### src/rtl/ps2_kbd_ctrl.sv
// ps2_kbd_ctrl -- PS/2 keyboard receive controller.
//
// This block synchronises the raw keyboard clock and data pins and captures
// 11-bit PS/2 frames. It checks the parity bit, the stop bit and a timeout
// between clock edges. The E0 and F0 prefix bytes are folded into
// Extended/Break flags, and decoded scan codes are buffered in a
// first-word-fall-through FIFO.
//
// Optional feature: define PS2_GLITCH_FILTER_EN to require the synchronised
// keyboard clock to hold a new level for 4 Clk cycles before it is accepted.
// This adds 3 cycles of edge latency.
//
// Ports:
//   Clk        system clock
//   Rst        asynchronous active-low reset
//   KbdClockIn raw PS/2 clock (asynchronous)
//   KbdDataIn  raw PS/2 data (asynchronous)
//   RdEn       pop FIFO head (ignored while empty)
//   ClrErr     clear sticky Overflow
//   Valid      FIFO not empty
//   ScanCode   head scan code (0 when empty)
//   Break      head code preceded by F0 (0 when empty)
//   Extended   head code preceded by E0 (0 when empty)
//   FifoFull   FIFO holds FIFO_DEPTH entries
//   ParityErr  one-cycle pulse on bad parity
//   FrameErr   one-cycle pulse on bad stop bit or timeout
//   Overflow   sticky, a good code was dropped on a full FIFO
module ps2_kbd_ctrl #(
  parameter int FIFO_DEPTH     = 8,
  parameter int TIMEOUT_CYCLES = 50000
) (
  input  logic       Clk,
  input  logic       Rst,
  input  logic       KbdClockIn,
  input  logic       KbdDataIn,
  input  logic       RdEn,
  input  logic       ClrErr,
  output logic       Valid,
  output logic [7:0] ScanCode,
  output logic       Break,
  output logic       Extended,
  output logic       FifoFull,
  output logic       ParityErr,
  output logic       FrameErr,
  output logic       Overflow
);

  localparam int AW = $clog2(FIFO_DEPTH);
  localparam int CW = AW + 1;
  localparam int TW = $clog2(TIMEOUT_CYCLES + 1);

  typedef enum logic [1:0] {IDLE, DATA, PARITY, STOP} stateT;

  logic clkSync1, clkSync2, dataSync1, dataSync2;
  logic fallEdge, dataBit;

  // Two-flop synchronisers. They reset high because an idle PS/2 bus is high.
  always_ff @(posedge Clk or negedge Rst) begin
    if (!Rst) begin
      clkSync1  <= 1'b1;
      clkSync2  <= 1'b1;
      dataSync1 <= 1'b1;
      dataSync2 <= 1'b1;
    end else begin
      clkSync1  <= KbdClockIn;
      clkSync2  <= clkSync1;
      dataSync1 <= KbdDataIn;
      dataSync2 <= dataSync1;
    end
  end

`ifdef PS2_GLITCH_FILTER_EN
  logic       filtClk;
  logic [1:0] filtCnt;
  logic [2:0] dataDly;

  // The filtered clock follows the synchronised clock only after 4 stable
  // cycles. The edge is flagged in the cycle just before the filtered level
  // flips, so the FSM acts 3 edges later than in the unfiltered build. Data
  // is delayed by the same 3 cycles so that it lines up with the clock.
  always_ff @(posedge Clk or negedge Rst) begin
    if (!Rst) begin
      filtClk <= 1'b1;
      filtCnt <= 2'd0;
      dataDly <= 3'b111;
    end else begin
      dataDly <= {dataDly[1:0], dataSync2};
      if (clkSync2 == filtClk) begin
        filtCnt <= 2'd0;
      end else if (filtCnt == 2'd3) begin
        filtClk <= clkSync2;
        filtCnt <= 2'd0;
      end else begin
        filtCnt <= filtCnt + 2'd1;
      end
    end
  end

  assign fallEdge = filtClk & ~clkSync2 & (filtCnt == 2'd3);
  assign dataBit  = dataDly[2];
`else
  logic clkHist;

  // The history flop turns the synchronised clock into a falling-edge strobe.
  always_ff @(posedge Clk or negedge Rst) begin
    if (!Rst) clkHist <= 1'b1;
    else      clkHist <= clkSync2;
  end

  assign fallEdge = clkHist & ~clkSync2;
  assign dataBit  = dataSync2;
`endif

  stateT         state, stateNext;
  logic [2:0]    bitCnt, bitCntNext;
  logic [7:0]    shiftReg, shiftNext;
  logic          parityBit, parityNext;
  logic          extFlag, extNext, brkFlag, brkNext;
  logic [TW-1:0] timeoutCnt, timeoutNext;
  logic          parityErrNext, frameErrNext, push;

  // Frame state and prefix flags are registered here.
  always_ff @(posedge Clk or negedge Rst) begin
    if (!Rst) begin
      state      <= IDLE;
      bitCnt     <= 3'd0;
      shiftReg   <= 8'd0;
      parityBit  <= 1'b0;
      extFlag    <= 1'b0;
      brkFlag    <= 1'b0;
      timeoutCnt <= '0;
      ParityErr  <= 1'b0;
      FrameErr   <= 1'b0;
    end else begin
      state      <= stateNext;
      bitCnt     <= bitCntNext;
      shiftReg   <= shiftNext;
      parityBit  <= parityNext;
      extFlag    <= extNext;
      brkFlag    <= brkNext;
      timeoutCnt <= timeoutNext;
      ParityErr  <= parityErrNext;
      FrameErr   <= frameErrNext;
    end
  end

  // This block computes the next state. A timeout takes priority over an
  // edge that arrives in the same cycle. Data bits shift in at the MSB, so
  // after eight bits the first (LSB-first) bit sits at bit 0.
  always_comb begin
    stateNext     = state;
    bitCntNext    = bitCnt;
    shiftNext     = shiftReg;
    parityNext    = parityBit;
    extNext       = extFlag;
    brkNext       = brkFlag;
    timeoutNext   = '0;
    parityErrNext = 1'b0;
    frameErrNext  = 1'b0;
    push          = 1'b0;
    if (state != IDLE && !fallEdge) timeoutNext = timeoutCnt + TW'(1);
    if (state != IDLE && timeoutCnt == TW'(TIMEOUT_CYCLES)) begin
      stateNext    = IDLE;
      frameErrNext = 1'b1;
      extNext      = 1'b0;
      brkNext      = 1'b0;
      timeoutNext  = '0;
    end else if (fallEdge) begin
      case (state)
        IDLE: begin
          if (!dataBit) begin
            stateNext  = DATA;
            bitCntNext = 3'd0;
          end
        end
        DATA: begin
          shiftNext  = {dataBit, shiftReg[7:1]};
          bitCntNext = bitCnt + 3'd1;
          if (bitCnt == 3'd7) stateNext = PARITY;
        end
        PARITY: begin
          parityNext = dataBit;
          stateNext  = STOP;
        end
        STOP: begin
          stateNext = IDLE;
          if (!dataBit) begin
            frameErrNext = 1'b1;
            extNext      = 1'b0;
            brkNext      = 1'b0;
          end else if ((^{shiftReg, parityBit}) == 1'b0) begin
            parityErrNext = 1'b1;
            extNext       = 1'b0;
            brkNext       = 1'b0;
          end else if (shiftReg == 8'hE0) begin
            extNext = 1'b1;
          end else if (shiftReg == 8'hF0) begin
            brkNext = 1'b1;
          end else begin
            push    = 1'b1;
            extNext = 1'b0;
            brkNext = 1'b0;
          end
        end
        default: stateNext = IDLE;
      endcase
    end
  end

  logic [9:0]    mem [FIFO_DEPTH];
  logic [AW-1:0] wrPtr, rdPtr;
  logic [CW-1:0] count;
  logic [9:0]    head;
  logic          pop, doPush, ovfSet;

  assign Valid    = (count != '0);
  assign FifoFull = (count == CW'(FIFO_DEPTH));
  assign pop      = RdEn & Valid;
  assign doPush   = push & (~FifoFull | pop);
  assign ovfSet   = push & FifoFull & ~pop;
  assign head     = mem[rdPtr];
  assign ScanCode = Valid ? head[7:0] : 8'd0;
  assign Break    = Valid & head[8];
  assign Extended = Valid & head[9];

  // FIFO storage needs no reset because the head outputs are gated by Valid.
  always_ff @(posedge Clk) begin
    if (doPush) mem[wrPtr] <= {extFlag, brkFlag, shiftReg};
  end

  // FIFO pointers, occupancy and sticky overflow. The set of Overflow wins
  // over a clear in the same cycle.
  always_ff @(posedge Clk or negedge Rst) begin
    if (!Rst) begin
      wrPtr    <= '0;
      rdPtr    <= '0;
      count    <= '0;
      Overflow <= 1'b0;
    end else begin
      if (doPush) wrPtr <= wrPtr + AW'(1);
      if (pop)    rdPtr <= rdPtr + AW'(1);
      case ({doPush, pop})
        2'b10:   count <= count + CW'(1);
        2'b01:   count <= count - CW'(1);
        default: count <= count;
      endcase
      if (ovfSet)      Overflow <= 1'b1;
      else if (ClrErr) Overflow <= 1'b0;
    end
  end

endmodule

### config.mk
export PLATFORM = sky130hd
export DESIGN_NAME = ps2_kbd_ctrl
export DESIGN_NICKNAME = d
export VERILOG_FILES = /design/src/rtl/ps2_kbd_ctrl.sv
export SDC_FILE = /design/constraint.sdc
export NUM_CORES = 1
export LEC_CHECK = 0
export BUFFER_PORTS_ARGS = -buffer_cell sky130_fd_sc_hd__buf_4
export CORE_MARGIN = 3
export CORE_UTILIZATION = 61
export DETAILED_ROUTE_END_ITERATION = 8
export HOLD_SLACK_MARGIN = 0.12
export PLACE_DENSITY = 0.79
export SLEW_MARGIN = 0
export SYNTH_ARGS = -nofsm -noshare
export SYNTH_HDL_FRONTEND = slang
export SYNTH_SLANG_ARGS = --single-unit
### constraint.sdc
create_clock -name Clk -period 3.9 [get_ports Clk]
set_input_delay 0.195 -clock Clk [delete_from_list [all_inputs] [get_ports Clk]]
set_output_delay 0.195 -clock Clk [all_outputs]
set_load 0.005 [all_outputs]
==> metrics.txt <==
share of layout cells above drive strength 1=27.9%; Psw=1.47 mW; final hold violation count=0; Hold Path Class=input pin to asynchronous set/reset pin; Post-synth EDFFs=80; core area=8850 µm²; DP HPWL=6.66 mm; crit end category=flop; sequential share of power=41.8%; Max Slew Vio Count=0; pwr/cell area=725 nW/µm²; WL final=10.5 mm; area grow syn2layout=17.7%; synthesis-stage register bit count=130; Worst-path clk slew=0.06 ns; GR Overflow Total=0; largest net degree at the start of global routing=51; post-layout util=74.9%; async set-reset flop share out of synthesis=38.5%; CTS root buf=clkbuf_8; Max FO, Critical Path=13; IO buf count=20; Vias per Instance=5.99; Yosys top cell area share=42.6%; unrepaired setup endpoints after global routing=no; period utilisation layout=81.1%; Routed Antenna Nets=0; Initial Util=63.7%; relative slew slack=35.2%; Initial DRC Count=182; Area after DPL=6000 µm²; # fillers=522; reg-to-reg slack, setup=0.74 ns; CTS tree=built; Wirelength per Cell=19.8 µm; Worst Max-Slew Pin Slew=0.972 ns; Netlist cell types=51; post-synthesis sequential area ratio=65.0%; clk buf depth=2; Synth Instances=363; DR vias=3,183; CTS H-tree lvls=4; Ant. Diodes=0; area leader, netlist=edfxtp_1; 1st-pass router iterations=4; CP Data Arrival Time=3.60 ns; final clock skew=0.00938 ns; drc violations=0; Top Ports=21; first-pass GRT wire length=17.4 mm; GRT Total Usage=22.9%; # setup viols final=0; CP required=4.34 ns; antenna violations before repair=0; outcome=finished, final reports clean; WHS=0.220 ns; Clk pwr share=31.3%; Yosys warning count=0; startpoint types=flop; Inst Count DP=494; top cells by area, synth=edfxtp_1 (43%), dfrtp_1 (20%), mux4_2 (8.0%); Post-Syn Nets=383; Crit Path Category=flop to flop; fmax=316 MHz; Clock Latency Late Sink=0.52 ns; Site Rows=34; Avg Inst Size Synth=15.5 µm²; design area=6630 µm²; CTS Sinks=130; die height=102 µm; Leakage=2.58 nW; Most used DFF post-synth=edfxtp_1; Post-layout nets=430; Sw Ratio=30.7%; Internal=3.33 mW; Setup TNS=0 ns; crit path time final=3.16 ns; CTS buffer count=17; vias in the first global route=3,352; Comb power frac=26.9%; max_cap viols=0; Post-Syn Area=5630 µm²; Die Wd=102 µm; die area=10,400 µm²; Layout Cells excl Fill=531; gp weighted congestion=0.736; Max IR drop VDD=0.467 mV
cell usage after synthesis, types with 4 or more instances:
cell type   n
a21oi_1     6
clkbuf_1    7
dfrtp_1    45
dfstp_2     5
edfxtp_1   80
ha_1       13
inv_1      11
mux2_2     12
mux2i_1    13
mux4_2     20
nand2_1    23
nand3_1    10
nand4_1     4
nor2_1     33
nor3b_1     4
nor4_1      4
o21ai_0     6
xnor2_1    11
xor2_1     13
sequential cells by signal (all words and copies together), names as in the netlist, 2 cells and up:
signal and cells:
mem 80, timeoutCnt 16, count 4, rdPtr 3, bitCnt 3, shiftReg 8
wrPtr 3, state 2
layout make-up:
type | instances | area (µm²) | share of cell area (%)
tap | 108 | 135 | 2.04
inverter | 11 | 41.3 | 0.623
timing repair buffer | 39 | 305 | 4.61
clock inverter | 15 | 160 | 2.42
sequential | 130 | 3660 | 55.2
multi-input combinational | 211 | 1910 | 28.9
clock buffer | 17 | 414 | 6.25
through the flow:
step	power (mW)	worst slack (ns)
after floorplan	2.90	0.774
after global placement	3.26	0.873
after detailed placement	3.32	0.763
after CTS	4.85	0.739
after global routing	5.05	0.429
final	4.81	0.738
path summary, 6_finish.rpt:
check,start,to,cells after the start
worst max register to register,state[0]$_DFFE_PN0P_,count[3]$_DFFE_PN0P_,16
max in group asynchronous,Rst,state[1]$_DFFE_PN0P_,2
worst min register to register,dataSync1$_DFF_PN1_,dataBit$_DFF_PN1_,0
worst max-delay path,state[0]$_DFFE_PN0P_,count[3]$_DFFE_PN0P_,16
min in group Clk,KbdDataIn,dataSync1$_DFF_PN1_,2
worst min-delay path,Rst,rdPtr[2]$_DFFE_PN0P_,2
cell usage in the layout, fill, tap and decap left out, types with 5 or more instances in the layout:
master	Yosys	routed
nand3_1	10	10
xor2_1	13	13
dlygate4sd3_1	0	5
a21oi_1	6	6
mux2i_1	13	13
buf_4	0	34
xnor2_1	11	11
o21ai_0	6	6
clkbuf_16	0	16
nor2_1	33	33
dfrtp_1	45	45
clkinv_4	0	5
edfxtp_1	80	80
dfstp_2	5	5
inv_1	11	11
mux2_2	12	12
mux4_2	20	20
ha_1	13	13
nand2_1	23	23
logic make-up (layout without fill, tap and decap cells):
family / after synthesis / in the layout / synth area share [%]
AO/OA/AOI/OAI: 20 / 20 / 2.24
AND/OR/NAND/NOR: 103 / 103 / 9.73
flip-flops: 130 / 130 / 65.0
XOR/XNOR: 27 / 27 / 4.93
multiplexers: 47 / 47 / 13.4
buffers and inverters: 22 / 82 / 1.53
adder cells (fa/ha/maj): 14 / 14 / 3.24
critical path, cell delays in order (launching register included):
cell and delay, ns:
dfrtp_1 0.41, inv_1 0.12, ha_1 0.30, and4b_1 0.23, nand4_1 0.08, buf_4 0.18
nor3b_4 0.33, nand2_1 0.11, nand2_1 0.11, inv_1 0.07, ha_1 0.27, a21o_1 0.18
a21oi_1 0.20, nand2_1 0.08, a21o_2 0.20, o31ai_2 0.06, xor2_1 0.16
layer usage:
| metal | vias to the layer above | wire length (µm) | GRT usage (%) | part of all wire, % |
|---|---|---|---|---|
| li1 | 1456 | - | - | - |
| met1 | 1613 | 4360 | 29.7 | 41 |
| met4 | 0 | 131 | 7.97 | 1.2 |
| met2 | 102 | 5460 | 38.2 | 52 |
| met5 | - | 0 | 0 | 0 |
| met3 | 12 | 556 | 5.53 | 5.3 |
timing repair:
item,CTS,global route
hold buffers,5,0
buffers inserted,0,0
resized for setup,0,0
hold endpoints to repair,54,0
power by group through the flow:
stage	Sequential, mW	Clock, mW	Combinational [mW]
after floorplan	1.86	0	1.05
after global placement	2.02	0	1.25
after detailed placement	2.03	0	1.29
after CTS	2.01	1.53	1.31
after global routing	2.05	1.59	1.42
final	2.01	1.51	1.29
(Power assumes the default switching activity.)
